$ cat src/rtl/dmem_access_ctrl.sv
// rtl/dmem_access_ctrl.sv - uncached data-access sequencer for the memory stage
// Issues one load/store at a time on the SRAM-like bus and stalls the pipeline until it retires.
module dmem_access_ctrl #(
  parameter int ADDR_W = 32
) (
  input  logic              Clk,
  input  logic              Clr,
  input  logic              req_valid,
  input  logic              req_wr,
  input  logic [1:0]        req_size,
  input  logic [ADDR_W-1:0] req_addr,
  input  logic [31:0]       req_wdata,
  input  logic [3:0]        req_wstrb,
  input  logic              exp_flush,
  output logic              stall_out,
  output logic [31:0]       rdata_out,
  output logic              rdata_valid,
  output logic              data_req,
  output logic              data_wr,
  output logic [1:0]        data_size,
  output logic [ADDR_W-1:0] data_addr,
  output logic [31:0]       data_wdata,
  output logic [3:0]        data_wstrb,
  input  logic              data_addr_ok,
  input  logic              data_data_ok,
  input  logic [31:0]       data_rdata
);

  typedef enum logic [1:0] {
    IDLE,
    ADDR,
    DATA,
    DONE
  } state_t;

  state_t state;
  logic   killed;
  logic   kill_now;

  // A flush that lands in the same cycle as data_ok must still discard the result.
  assign kill_now = killed | exp_flush;

  always_ff @(posedge Clk or posedge Clr) begin
    if (Clr) begin
      state      <= IDLE;
      killed     <= 1'b0;
      data_req   <= 1'b0;
      data_wr    <= 1'b0;
      data_size  <= 2'd0;
      data_addr  <= '0;
      data_wdata <= 32'd0;
      data_wstrb <= 4'd0;
      rdata_out  <= 32'd0;
    end else begin
      case (state)
        IDLE: begin
          if (req_valid && !exp_flush) begin
            data_wr    <= req_wr;
            data_size  <= req_size;
            data_addr  <= req_addr;
            data_wdata <= req_wdata;
            data_wstrb <= req_wstrb;
            data_req   <= 1'b1;
            state      <= ADDR;
          end
        end
        ADDR: begin
          // The address phase is never withdrawn; a flush only marks it for draining.
          if (exp_flush) killed <= 1'b1;
          if (data_addr_ok) begin
            data_req <= 1'b0;
            state    <= DATA;
          end
        end
        DATA: begin
          if (data_data_ok) begin
            if (kill_now) begin
              killed <= 1'b0;
              state  <= IDLE;
            end else begin
              if (!data_wr) rdata_out <= data_rdata;
              state <= DONE;
            end
          end else if (exp_flush) begin
            killed <= 1'b1;
          end
        end
        DONE: begin
          state <= IDLE;
        end
        default: begin
          state <= IDLE;
        end
      endcase
    end
  end

  assign stall_out   = req_valid && !exp_flush && (state != DONE);
  assign rdata_valid = (state == DONE) && !data_wr && !exp_flush;

endmodule

$ cat config.mk
export PLATFORM = sky130hd
export DESIGN_NAME = dmem_access_ctrl
export DESIGN_NICKNAME = d
export VERILOG_FILES = /design/src/rtl/dmem_access_ctrl.sv
export SDC_FILE = /design/constraint.sdc
export NUM_CORES = 1
export LEC_CHECK = 0
export BUFFER_PORTS_ARGS = -buffer_cell sky130_fd_sc_hd__buf_2
export CAP_MARGIN = 20
export CORE_UTILIZATION = 48
export DETAILED_ROUTE_END_ITERATION = 8
export PLACE_DENSITY = 0.83
export SYNTH_ARGS = -nofsm -noshare
export SYNTH_HDL_FRONTEND = slang
export SYNTH_SLANG_ARGS = --single-unit
$ cat constraint.sdc
create_clock -name Clk -period 6.7 [get_ports Clk]
set_input_delay 1.34 -clock Clk [delete_from_list [all_inputs] [get_ports Clk]]
set_output_delay 1.34 -clock Clk [all_outputs]
set_load 0.03 [all_outputs]
* Yosys cells after proc, flatten, opt, wreduce, memory -nomap -nowiden
Index checks and enable logic that the tools add are counted.
Cells by class: add/subtract/negate cells 0, multiply operators 0, divide/modulo/power cells 0, order comparisons 0, eq/ne operators 8, shifts and indexed selects 0, mux-type cells 12, bitwise operators 3, reductions and logical operators 14
Operators by type and width (number):
- 2-bit two-way mux | 4
- 2-bit != test (second input constant) | 4
- 2-bit case mux with 4 select lines | 1
- 3-bit AND reduction | 2
- 1-bit two-way mux | 5
- 2-bit equality test (second input constant) | 2
- 1-bit logical AND | 4
- 1-bit case mux with 2 select lines | 2
- 2-bit AND reduction | 2
- 4-bit AND reduction | 1
- 2-bit nonzero test | 2
- 3-bit != test (second input constant) | 1
- 2-bit by 1-bit equality test with 1-bit output (second input constant) | 1
- 1-bit logical NOT | 2
- 2-bit logical NOT | 1
- 1-bit inverter | 2
- 1-bit OR | 1
Storage, ports and cells: register bits after elaboration 107, bits in latches 0, memory bits (writable) 0, bits in read-only memories 0, input port bits 109, output and inout bits 106, memories 0

* Depth between registers and ports, before layout
depth after elaboration 4, mapped depth 6, gate-level depth less buffers 3

* Worst setup path before layout
OpenSTA, ideal clock, no wires.
path type input-to-output, start input exp_flush, end output rdata_valid, arrival 2.021 ns, data required time 5.360 ns, path slack 3.339 ns, stages 1, path buffers 0, path through nor3_1
Between the ends: word-level cells in the longest chain between the ends 2
Ends and longest elaborated chain:
- start: declaration | line 14 | input logic exp_flush,
- 1-bit logical NOT | line 99 | assign rdata_valid = (state == DONE) && !data_wr && !exp_flush;
- 1-bit logical AND | line 99
- end: declaration | line 17 | output logic rdata_valid,
No other way between the ends.

* Worst setup path in the final report
Same ends and word-level chain as after synthesis.

==> results by group <==
Run status
  – Outcome: complete, but fails checks
  – Failing checks: DRC

Die
  – Core area: 8850 um^2
  – Die Ht: 98.1 um
  – Io pins: roughly 220
  – Die X-Extent: 98.1 um
  – FP Rows: 34
  – Die area: 9620 um^2
  – Initial Util: 0.501

Setup path
  – Delay-heaviest family, CP: buffers and inverters
  – WS Path Type: input port to output port
  – CP endpoint kind: output port
  – CP Cell Sequence: buf_2 -> nor3_1 -> buf_2
  – Worst r2r src: state[1]
  – FF-to-FF setup slack: 4.17 ns
  – Worst Setup Start Kind: input port
  – RR Endpoint: data_wdata[3]
  – CP arrival: approximately 1.9 ns
  – Critical path required time: around 5.4 ns
  – CP max-delay cell: buf_2
  – Worst reg-to-reg path cell count: 4
  – Worst-path fanout max: 7
  – Crit path top cell by count: buf_2
  – CP max stage delay: 0.22 ns
  – Worst Path Buf+Inv: 2

Detailed routing
  – DRT antenna net count: 0
  – Total number of vias: between 2000 and 3000
  – Final wirelength: 9170 um
  – DR top layer: met5
  – DRT iter0 DRCs: 66
  – DRC viols: 16
  – Routed len/inst: between 15 and 20 um
  – WL met1: 3720 um
  – Drt via density: between 4 and 5
  – Met3 wire length: 695 um
  – Met2 wire len: 4610 um
  – First-pass DRT Iterations: 8

Layout
  – Number of inserted diodes: 0
  – P&R area growth vs syn: 27.7%
  – Design Area, Final: about 5700 um^2
  – Layout net count: 572
  – Layout cell share with drive strength beyond 1: 0.726

Synthesis
  – Post-synth top area cell: dfrtp_1
  – Cell count after synthesis: approximately 250
  – Number of distinct library cells after synthesis: 22
  – Post-Syn Area: 4430 um^2
  – Yosys reg bits: 107
  – Syn_area_per_cell: 17.9 um^2
  – Syn Nets: 356
  – Synth top area share: 0.604
  – Synth warn: 0
  – Largest cells by area after synthesis: dfrtp_1 (60%), mux2_4 (24%), mux2_2 (8.4%)
  – Sequential share of the synthesized area: 0.604

CTS
  – Clk root buf: clkbuf_8
  – Total CTS buffers: 9
  – Setup Fix Bufs, Post-CTS: 0
  – Clk_lat worst skew: 0.36 ns
  – H-Tree Depth: 3
  – CTS resizes: 0
  – # hold bufs at CTS: 0
  – Longest Clk Path Bufs: 2
  – Clk slew on worst S/H paths: 0.09 ns
  – CTS tree: done
  – CTS sink count: 107

Placed design
  – Gpl congestion: 0.863
  – HPWL after DPL: 6760 um
  – IO buf count: 214
  – Placed Area: 5480 um^2

STA
  – Min Tclk post-route: 3.21 ns
  – Tcrit/Tclk final: 0.480
  – Max transition margin: 0.463
  – TNS Setup: 0 ns
  – Slew @ Worst Pin: 0.803 ns
  – Unrepaired setup endpoints after global routing: false
  – Setup violations, final: 0
  – Pins Over Slew Limit: 0
  – Max Clk Rate: 0.311 GHz
  – Clk_skew: 0.0128 ns
  – Hold Fails Final Rpt: 0

GRT
  – Global route total overflow: 0
  – Tot GR Track Use: 0.197
  – Vias in the first global route: 2999
  – Antenna violations before repair: 1
  – Pin count of the biggest net entering global routing: 64
  – First-pass GRT wire length: approximately 15000 um

Min path
  – Hold-critical path depth: 1
  – Hold path start: rdata_out[16]
  – Tightest Hold Check Type: flop to flop
  – WHS Endpoint: rdata_out[16]

Power and ir drop
  – Leakage: between 3 and 4 nW
  – Pwr per Cell Area: 538 nW/um^2
  – Worst vdd ir: 0.222 mV

Flow run
  – Max Cap Viol: 0
-- synth_stat cells --
| cell | number |
|---|---|
| buf_2 | 3 |
| mux2i_1 | 1 |
| nor2_1 | 1 |
| or3_1 | 1 |
| buf_6 | 1 |
| inv_1 | 2 |
| nand4_1 | 1 |
| mux2_4 | 70 |
| and3b_1 | 1 |
| nand2_1 | 4 |
| o32ai_1 | 1 |
| nand2b_1 | 1 |
| dfrtp_1 | 107 |
| nor3b_2 | 1 |
| nor3_1 | 1 |
| o21ai_0 | 5 |
| buf_12 | 8 |
| a21oi_1 | 2 |
| nor2b_1 | 1 |
| and2_4 | 1 |
| inv_2 | 1 |
| mux2_2 | 33 |
-- state kept, by name (all words and copies together) (netlist names) --
| name | cells |
|---|---|
| data_addr | 32 |
| data_wdata | 32 |
| rdata_out | 32 |
| data_wstrb | 4 |
| data_size | 2 |
| state | 2 |
| data_req | 1 |
| data_wr | 1 |
| killed | 1 |
-- worst max-delay path by stage --
stage / to / cells past startpoint / slack, ns / startpoint
floorplan: data_addr[0] / 1 / 2.54 / Clr
global placement: data_wdata[3] / 5 / 3.28 / exp_flush
detailed placement: data_wdata[3] / 5 / 3.19 / exp_flush
CTS: stall_out / 3 / 3.49 / exp_flush
global route: rdata_valid / 3 / 3.42 / exp_flush
finish: rdata_valid / 3 / 3.49 / exp_flush
-- area by class of cell --
type,instances,area [um^2]
timing repair buffer,217,1090
clock inverter,5,46.3
sequential,107,2680
multi-input combinational,125,1560
fill,695,3190
tap,108,135
clock buffer,10,138
inverter,3,13.8
-- power breakdown --
group          internal, mW  leakage [nW]  switching, mW  total, mW
Combinational         0.625          1.62          0.917       1.54
Clock                 0.150        0.0948          0.218      0.367
Sequential            0.955          1.30          0.179       1.13
Total                  1.73          3.02           1.31       3.04
-- worst register-to-register path, stage by stage (launching register included) --
cell     delay (ns)
dfrtp_1        0.50
nor3b_2        0.25
and2_4         0.55
buf_4          0.70
mux2_2         0.43
-- kinds of logic after synthesis --
family | synth area share
buffers and inverters | 0.0446
and+or+nand+nor | 0.0178
AOI/OAI and AO/OA | 0.00988
muxes | 0.323
DFF | 0.604
-- stage by stage --
| step | cells | util | total power, mW | setup slack, ns | hold slack, ns |
|---|---|---|---|---|---|
| 5_1_grt | 575 | 0.640 | 3.19 | 3.42 | 0.523 |
| 2_1_floorplan | 247 | - | 2.29 | 2.54 | 0.518 |
| 6_report | 575 | 0.640 | 3.04 | 3.49 | 0.509 |
| 3_5_place_dp | 560 | 0.619 | 2.70 | 3.19 | 0.487 |
| 4_1_cts | 575 | 0.640 | 3.07 | 3.49 | 0.511 |
| 3_3_place_gp | 560 | 0.619 | 2.65 | 3.28 | 0.483 |
-- placed cells by master, fill, tap and decap left out --
| cell type | Yosys | final |
|---|---|---|
| buf_2 | 3 | 214 |
| dfrtp_1 | 107 | 107 |
| mux2_4 | 70 | 70 |
| mux2_2 | 33 | 33 |
| clkbuf_8 | 0 | 10 |
| o21ai_0 | 5 | 5 |
| nand2_1 | 4 | 4 |
| clkinv_4 | 0 | 3 |
| buf_4 | 0 | 3 |
| a21oi_1 | 2 | 2 |
| inv_2 | 1 | 1 |
| nor3b_2 | 1 | 1 |
| and2_4 | 1 | 1 |
| nor3_1 | 1 | 1 |
| and3b_1 | 1 | 1 |
| inv_4 | 0 | 1 |
| nor2_1 | 1 | 1 |
| nor2b_1 | 1 | 1 |
| nand4_1 | 1 | 1 |
| inv_1 | 2 | 1 |
| or3_1 | 1 | 1 |
| mux2i_1 | 1 | 1 |
| nand2b_1 | 1 | 1 |
| o32ai_1 | 1 | 1 |
| inv_8 | 0 | 1 |
| inv_6 | 0 | 1 |
-- layer usage --
layer,track usage,vias up
met5,0,-
met4,0.0653,2
met3,0.0601,13
met2,0.327,129
met1,0.245,1363
li1,-,1294
Power figures use the tool's default switching activity.
